**src/rtl/div_even_ctrl_pkg.sv**
```systemverilog
// Shared types and helpers for the even clock divider: FSM states,
// divide-factor field width and the divide-factor legality rule.
package div_even_ctrl_pkg;

   typedef enum logic [1:0] {
      STOP   = 2'd0,
      RUN    = 2'd1,
      SWITCH = 2'd2,
      HALT   = 2'd3
   } state_t;

   // Width of every divide-factor field for a given largest factor.
   function automatic int div_width(input int max_div);
      return $clog2(max_div) + 1;
   endfunction

   function automatic logic div_is_legal(input int unsigned div, input int unsigned max_div);
      return (div[0] == 1'b0) && (div >= 32'd2) && (div <= max_div);
   endfunction

endpackage

```
**src/rtl/div_even_ctrl_if.sv**
```systemverilog
// Configuration handshake and divided-clock status bundle for div_even_ctrl.
interface div_even_ctrl_if
   import div_even_ctrl_pkg::*;
#(
   parameter int DW = div_width(16)
);
   logic          enable;
   logic          cfg_valid;
   logic [DW-1:0] cfg_div;
   logic          cfg_ready;
   logic          cfg_err;
   logic          clk_out;
   logic [DW-1:0] cur_div;
   logic          busy;

   modport master (
      output enable, cfg_valid, cfg_div,
      input  cfg_ready, cfg_err, clk_out, cur_div, busy
   );

   modport slave (
      input  enable, cfg_valid, cfg_div,
      output cfg_ready, cfg_err, clk_out, cur_div, busy
   );
endinterface

```
**src/rtl/div_even_core.sv**
```systemverilog
// Half-period counter and registered clk_out toggle flop. Flags the cycle in
// which the next toggle takes clk_out from high to low.
module div_even_core
   import div_even_ctrl_pkg::*;
#(
   parameter int DW = div_width(16)
) (
   input  logic          clk_in,
   input  logic          rst,
   input  logic [DW-1:0] half_period,
   input  logic          run,
   input  logic          load_clr,
   output logic          clk_out,
   output logic          fall_evt
);
   localparam logic [DW-1:0] ONE = DW'(1);

   logic [DW-1:0] count_reg;
   logic          clk_out_reg;
   logic          terminal;

   assign terminal = (count_reg == (half_period - ONE));
   assign fall_evt = run && terminal && clk_out_reg;
   assign clk_out  = clk_out_reg;

   // load_clr only ever coincides with a falling toggle, so it lands in the
   // same low/zero state the toggle would have produced.
   always_ff @(posedge clk_in or posedge rst) begin
      if (rst) begin
         count_reg   <= '0;
         clk_out_reg <= 1'b0;
      end else if (!run || load_clr) begin
         count_reg   <= '0;
         clk_out_reg <= 1'b0;
      end else if (terminal) begin
         count_reg   <= '0;
         clk_out_reg <= ~clk_out_reg;
      end else begin
         count_reg   <= count_reg + ONE;
      end
   end

endmodule

```
**src/rtl/div_even_ctrl.sv**
```systemverilog
// Even-factor clock divider controller: configuration handshake, glitch-free
// factor switching and clean stop, all aligned to falling edges of clk_out.
module div_even_ctrl
   import div_even_ctrl_pkg::*;
#(
   parameter int MAX_DIV   = 16,
   parameter int RESET_DIV = 2
) (
   input  logic            clk_in,
   input  logic            rst,
   div_even_ctrl_if.slave  bus
);
   localparam int            DW        = div_width(MAX_DIV);
   localparam logic [DW-1:0] RESET_VAL = DW'(RESET_DIV);

   state_t        state_reg, state_next;
   logic [DW-1:0] cur_div_reg, cur_div_next;
   logic [DW-1:0] pending_reg, pending_next;
   logic          cfg_err_reg, cfg_err_next;

   logic          cfg_ready;
   logic          accept;
   logic          legal;
   logic          run;
   logic          load_clr;
   logic          fall_evt;
   logic          clk_div;
   logic [DW-1:0] half_period;

   assign cfg_ready   = (state_reg == STOP) || (state_reg == RUN);
   assign accept      = bus.cfg_valid && cfg_ready;
   assign legal       = div_is_legal(32'(bus.cfg_div), MAX_DIV);
   assign run         = (state_reg != STOP);
   assign half_period = cur_div_reg >> 1;

   div_even_core #(
      .DW (DW)
   ) u_core (
      .clk_in      (clk_in),
      .rst         (rst),
      .half_period (half_period),
      .run         (run),
      .load_clr    (load_clr),
      .clk_out     (clk_div),
      .fall_evt    (fall_evt)
   );

   always_comb begin
      state_next   = state_reg;
      cur_div_next = cur_div_reg;
      pending_next = pending_reg;
      cfg_err_next = 1'b0;
      load_clr     = 1'b0;

      case (state_reg)
         STOP: begin
            if (accept) begin
               if (legal) cur_div_next = bus.cfg_div;
               else       cfg_err_next = 1'b1;
            end
            if (bus.enable) state_next = RUN;
         end

         RUN: begin
            if (accept && legal) begin
               pending_next = bus.cfg_div;
               state_next   = SWITCH;
            end else begin
               if (accept)       cfg_err_next = 1'b1;
               if (!bus.enable)  state_next   = HALT;
            end
         end

         // New factor takes over exactly at the falling edge so the next
         // low phase is the first one timed by it.
         SWITCH: begin
            if (fall_evt) begin
               cur_div_next = pending_reg;
               load_clr     = 1'b1;
               state_next   = bus.enable ? RUN : STOP;
            end
         end

         HALT: begin
            if (bus.enable)    state_next = RUN;
            else if (fall_evt) state_next = STOP;
         end

         default: state_next = STOP;
      endcase
   end

   always_ff @(posedge clk_in or posedge rst) begin
      if (rst) begin
         state_reg   <= STOP;
         cur_div_reg <= RESET_VAL;
         pending_reg <= RESET_VAL;
         cfg_err_reg <= 1'b0;
      end else begin
         state_reg   <= state_next;
         cur_div_reg <= cur_div_next;
         pending_reg <= pending_next;
         cfg_err_reg <= cfg_err_next;
      end
   end

   assign bus.cfg_ready = cfg_ready;
   assign bus.cfg_err   = cfg_err_reg;
   assign bus.clk_out   = clk_div;
   assign bus.cur_div   = cur_div_reg;
   assign bus.busy      = run;

endmodule
```
**src/flat_wrapper.sv**
```systemverilog
// flat-port wrapper written by rule: the top's interface ports become plain ports
module div_even_ctrl_flat import div_even_ctrl_pkg::*;
#(
   parameter int MAX_DIV   = 16,
   parameter int RESET_DIV = 2
)
  (clk_in, rst, bus_enable, bus_cfg_valid, bus_cfg_div, bus_cfg_ready, bus_cfg_err, bus_clk_out, bus_cur_div, bus_busy);
  div_even_ctrl_if bus_i ();
  input  logic clk_in;
  input  logic rst;
  input wire logic [$bits(bus_i.enable)-1:0] bus_enable;
  input wire logic [$bits(bus_i.cfg_valid)-1:0] bus_cfg_valid;
  input wire logic [$bits(bus_i.cfg_div)-1:0] bus_cfg_div;
  output wire logic [$bits(bus_i.cfg_ready)-1:0] bus_cfg_ready;
  output wire logic [$bits(bus_i.cfg_err)-1:0] bus_cfg_err;
  output wire logic [$bits(bus_i.clk_out)-1:0] bus_clk_out;
  output wire logic [$bits(bus_i.cur_div)-1:0] bus_cur_div;
  output wire logic [$bits(bus_i.busy)-1:0] bus_busy;
  assign bus_i.enable = bus_enable;
  assign bus_i.cfg_valid = bus_cfg_valid;
  assign bus_i.cfg_div = bus_cfg_div;
  assign bus_cfg_ready = bus_i.cfg_ready;
  assign bus_cfg_err = bus_i.cfg_err;
  assign bus_clk_out = bus_i.clk_out;
  assign bus_cur_div = bus_i.cur_div;
  assign bus_busy = bus_i.busy;
  div_even_ctrl #(.MAX_DIV(MAX_DIV), .RESET_DIV(RESET_DIV)) u_core (.clk_in(clk_in), .rst(rst), .bus(bus_i));
endmodule
```
**config.mk**
```make
export PLATFORM = sky130hd
export DESIGN_NAME = div_even_ctrl_flat
export DESIGN_NICKNAME = d
export VERILOG_FILES = /design/src/rtl/div_even_ctrl_pkg.sv /design/src/rtl/div_even_ctrl_if.sv /design/src/rtl/div_even_core.sv /design/src/rtl/div_even_ctrl.sv /design/src/flat_wrapper.sv
export SDC_FILE = /design/constraint.sdc
export NUM_CORES = 1
export LEC_CHECK = 0
export ABC_AREA = 1
export BUFFER_PORTS_ARGS = -buffer_cell sky130_fd_sc_hd__buf_2
export CAP_MARGIN = 20
export CELL_PAD_IN_SITES_DETAIL_PLACEMENT = 0
export CELL_PAD_IN_SITES_GLOBAL_PLACEMENT = 2
export CORE_ASPECT_RATIO = 1.5
export CORE_MARGIN = 5
export CORE_UTILIZATION = 30
export CTS_CLUSTER_DIAMETER = 150
export DETAILED_ROUTE_END_ITERATION = 10
export PLACE_DENSITY = 0.8
export SLEW_MARGIN = 40
export SYNTH_ARGS = -nofsm -noshare
export SYNTH_HDL_FRONTEND = slang
export SYNTH_SLANG_ARGS = --single-unit
export TNS_END_PERCENT = 50
```
**constraint.sdc**
```tcl
create_clock -name clk_in -period 2.71 [get_ports clk_in]
set_clock_uncertainty 0.2 [all_clocks]
set_input_delay 0.271 -clock clk_in [delete_from_list [all_inputs] [get_ports clk_in]]
set_output_delay 0.271 -clock clk_in [all_outputs]
set_load 0.05 [all_outputs]
```
==> impl_metrics.env <==
export IMPL_status="complete, no violations"
export IMPL_drv_cap=0
export IMPL_setup_viol_count_final=0
export IMPL_clockPowerShare=0.121
export IMPL_yosysSeqAreaShare=0.433
export IMPL_rsz0062_at_grt="false"
export IMPL_r2r_end="u_core.u_core.clk_out"
export IMPL_start_kind="flop"
export IMPL_p_int_mw=0.786
export IMPL_drt_iter0_markers=26
export IMPL_clock_sinks=19
export IMPL_cp_arrival_ns=2.03
export IMPL_synth_top_family_by_area="simple AND/OR/NAND/NOR gates"
export IMPL_placed_area_sq_um=1240
export IMPL_crit_fanout=6
export IMPL_antenna_found_initial=0
export IMPL_vdd_drop_max_mv=0.405
export IMPL_clk_pin_slew_worst_paths_ns=0.07
export IMPL_grt_pass1_wl_um=4200
export IMPL_grt_max_degree=20
export IMPL_syn_nets=163
export IMPL_synth_fa_ha_area_frac=0.0227
export IMPL_cts_buffer_depth=2
export IMPL_end_kind="flop"
export IMPL_hp_class="in2reg"
export IMPL_timing_fmax_mhz=474
export IMPL_worst_pin_slew_ns=0.453
export IMPL_portBuffers=17
export IMPL_grt_pass1_vias=974
export IMPL_dieHeight_um=84.3
export IMPL_core_rowCount=27
export IMPL_p_leak_nw=0.711
export IMPL_hold_end="u_core.pending_reg[2]"
export IMPL_ant_nets=0
export IMPL_seqPwrFrac=0.334
export IMPL_synth_area_sq_um=1100
export IMPL_slew_headroom=0.696
export IMPL_start_util=0.306
export IMPL_cts_made_buffers=3
export IMPL_p_switching_mw=0.844
export IMPL_rr_worst_depth=9
export IMPL_power_density_nw_per_um2=1260
export IMPL_worstSetupPathType="reg2reg"
export IMPL_areaGrowthSynthToFinish_pct=17.1
export IMPL_drt_first_pass_iters=4
export IMPL_min_period_ns=2.11
export IMPL_viasPerCell=4.44
export IMPL_pwr_share_comb=0.545
export IMPL_cts_max_level=1
export IMPL_cts_tree="done"
export IMPL_insertion_delay_ns=0.25
export IMPL_via_count=959
export IMPL_yosys_area_share_simple=0.347
export IMPL_overflow=0
export IMPL_routabilityCongestion=0.749
export IMPL_fin_nets=185
export IMPL_worstHoldPathCells=3
export IMPL_yosys_mux_area_fraction=0.0204
export IMPL_ios=18
export IMPL_drv_slew=0
export IMPL_fin_setup_tns_ns=0
export IMPL_place_worst_setup_slack_ns=0.591
export IMPL_synth_warnings=0
export IMPL_synth_compound_area_frac=0.0612
export IMPL_die_area_sq_um=5020
export IMPL_wl_per_cell_um=10.9
export IMPL_p_sw_frac=0.518
export IMPL_synthCells=152
export IMPL_antennaDiodeCount=0
export IMPL_die_w_um=59.6
export IMPL_r2r_start="u_core.bus.cur_div[1]"
export IMPL_finalPower_mw=1.63
export IMPL_yosys_area_share_xor_xnor=0.0238
export IMPL_worstPathRequired_ns=2.63
export IMPL_gr_usage_all_layers=0.107
export IMPL_hpwl_um=1890
export IMPL_hold_path_startpoint="bus_cfg_div[2]"
export IMPL_ys_types=22
export IMPL_postSynthAreaPerCell_sq_um=7.27
export IMPL_rrSetupSlack_ns=0.60
export IMPL_routed_wl_um=2360
export IMPL_root_buffer="clkbuf_8"
export IMPL_period_share=0.778
export IMPL_coreArea_sq_um=3610
export IMPL_drive_gt1_frac=0.179
export IMPL_yosys_register_bits=19
export IMPL_final_area_sq_um=1290
export IMPL_drc=0
export IMPL_worst_slack_ns=0.602
export IMPL_hold_viol_final=0
per-layer routing:
| metal | wire [um] | part of all wire | up-vias | global-route usage |
|---|---|---|---|---|
| li1 | - | - | 516 | - |
| met1 | 1050 | 0.44 | 421 | 0.125 |
| met2 | 1170 | 0.50 | 17 | 0.185 |
| met3 | 91 | 0.039 | 5 | 0.0169 |
| met4 | 52 | 0.022 | 0 | 0.0484 |
| met5 | 0 | 0 | - | 0 |
logic make-up (layout without fill, tap and decap cells):
kind of cell | count (synthesis) | after routing
mux | 2 | 2
flops | 19 | 19
buf+inv | 27 | 48
xor+xnor | 3 | 3
simple gates | 86 | 86
compound gates | 13 | 13
fa+ha+maj | 2 | 2
what timing repair did:
action	CTS	global route
resized for setup	0	0
endpoints found under the setup margin	0	0
setup buffers	0	0
hold endpoints to repair	17	0
hold buffers	1	0
worst max-delay path by stage:
| stage | cells past startpoint | slack (ns) | endpoint | startpoint |
|---|---|---|---|---|
| 3_3_place_gp | 9 | 0.64 | u_core.u_core.clk_out | u_core.bus.cur_div[1] |
| 3_5_place_dp | 9 | 0.59 | u_core.u_core.clk_out | u_core.bus.cur_div[1] |
| 6_report | 9 | 0.60 | u_core.u_core.clk_out | u_core.bus.cur_div[1] |
| 5_1_grt | 9 | 0.35 | u_core.u_core.clk_out | u_core.bus.cur_div[1] |
| 2_1_floorplan | 13 | 0.52 | u_core.state_reg[0] | u_core.bus.cur_div[1] |
| 4_1_cts | 9 | 0.58 | u_core.u_core.clk_out | u_core.bus.cur_div[1] |
cell usage after synthesis (all sizes together):
library cell | number | share of area
a21oi | 4 | 0.018
a22oi | 1 | 0.0068
buf | 1 | 0.0045
dfrtp | 17 | 0.39
dfstp | 2 | 0.048
ha | 2 | 0.023
inv | 26 | 0.088
mux2 | 2 | 0.020
nand2 | 51 | 0.18
nand3 | 18 | 0.086
nand4 | 2 | 0.025
nor2 | 13 | 0.051
nor3 | 2 | 0.0091
o21ai | 8 | 0.036
xnor2 | 1 | 0.0079
xor2 | 2 | 0.016
cell usage in the layout (no fill, tap or decap):
cell type | Yosys | layout
a21oi_1 | 4 | 4
a22oi_1 | 1 | 1
buf_2 | 1 | 17
clkbuf_1 | 0 | 1
clkbuf_8 | 0 | 3
dfrtp_1 | 17 | 17
dfstp_2 | 2 | 2
dlygate4sd3_1 | 0 | 1
ha_1 | 2 | 2
inv_1 | 24 | 23
inv_2 | 2 | 3
mux2_2 | 2 | 2
nand2_1 | 50 | 50
nand2_2 | 1 | 1
nand3_1 | 17 | 17
nand3_2 | 1 | 1
nand4_1 | 1 | 1
nand4_4 | 1 | 1
nor2_1 | 12 | 12
nor2_4 | 1 | 1
nor3_1 | 2 | 2
o21ai_0 | 7 | 7
o21ai_1 | 1 | 1
xnor2_1 | 1 | 1
xor2_1 | 2 | 2
worst max-delay path: stages, from the launching register on:
cell	delay, ns
dfstp_2	0.57
inv_2	0.05
ha_1	0.28
inv_1	0.04
nand2_1	0.05
nand2_1	0.04
nor2_1	0.11
nand3_2	0.11
o21ai_1	0.40
a21oi_1	0.11
cell type report:
class | instances | area (sq um)
repair buffers | 18 | 95.1
well taps | 43 | 53.8
fillers | 394 | 2320
flip-flops and latches | 19 | 478
multi-input cells | 106 | 524
clock buffers | 4 | 45.0
inverters | 26 | 97.6
power groups by stage:
stage          Combinational [mW]  Sequential (mW)  Clock (mW)
2_1_floorplan               0.587            0.670           0
3_3_place_gp                0.893            0.550           0
3_5_place_dp                0.902            0.554           0
4_1_cts                     0.905            0.548       0.210
5_1_grt                      1.02            0.569       0.219
6_report                    0.889            0.545       0.197
stage by stage:
stage / std cells / util / hold slack (ns)
2_1_floorplan: 152 / - / 0.0206
4_1_cts: 216 / 0.358 / 0.0418
6_report: 216 / 0.358 / 0.0500
5_1_grt: 216 / 0.358 / 0.0733
3_3_place_gp: 211 / 0.343 / 0.245
3_5_place_dp: 211 / 0.343 / 0.247
(Power assumes the default switching activity.)
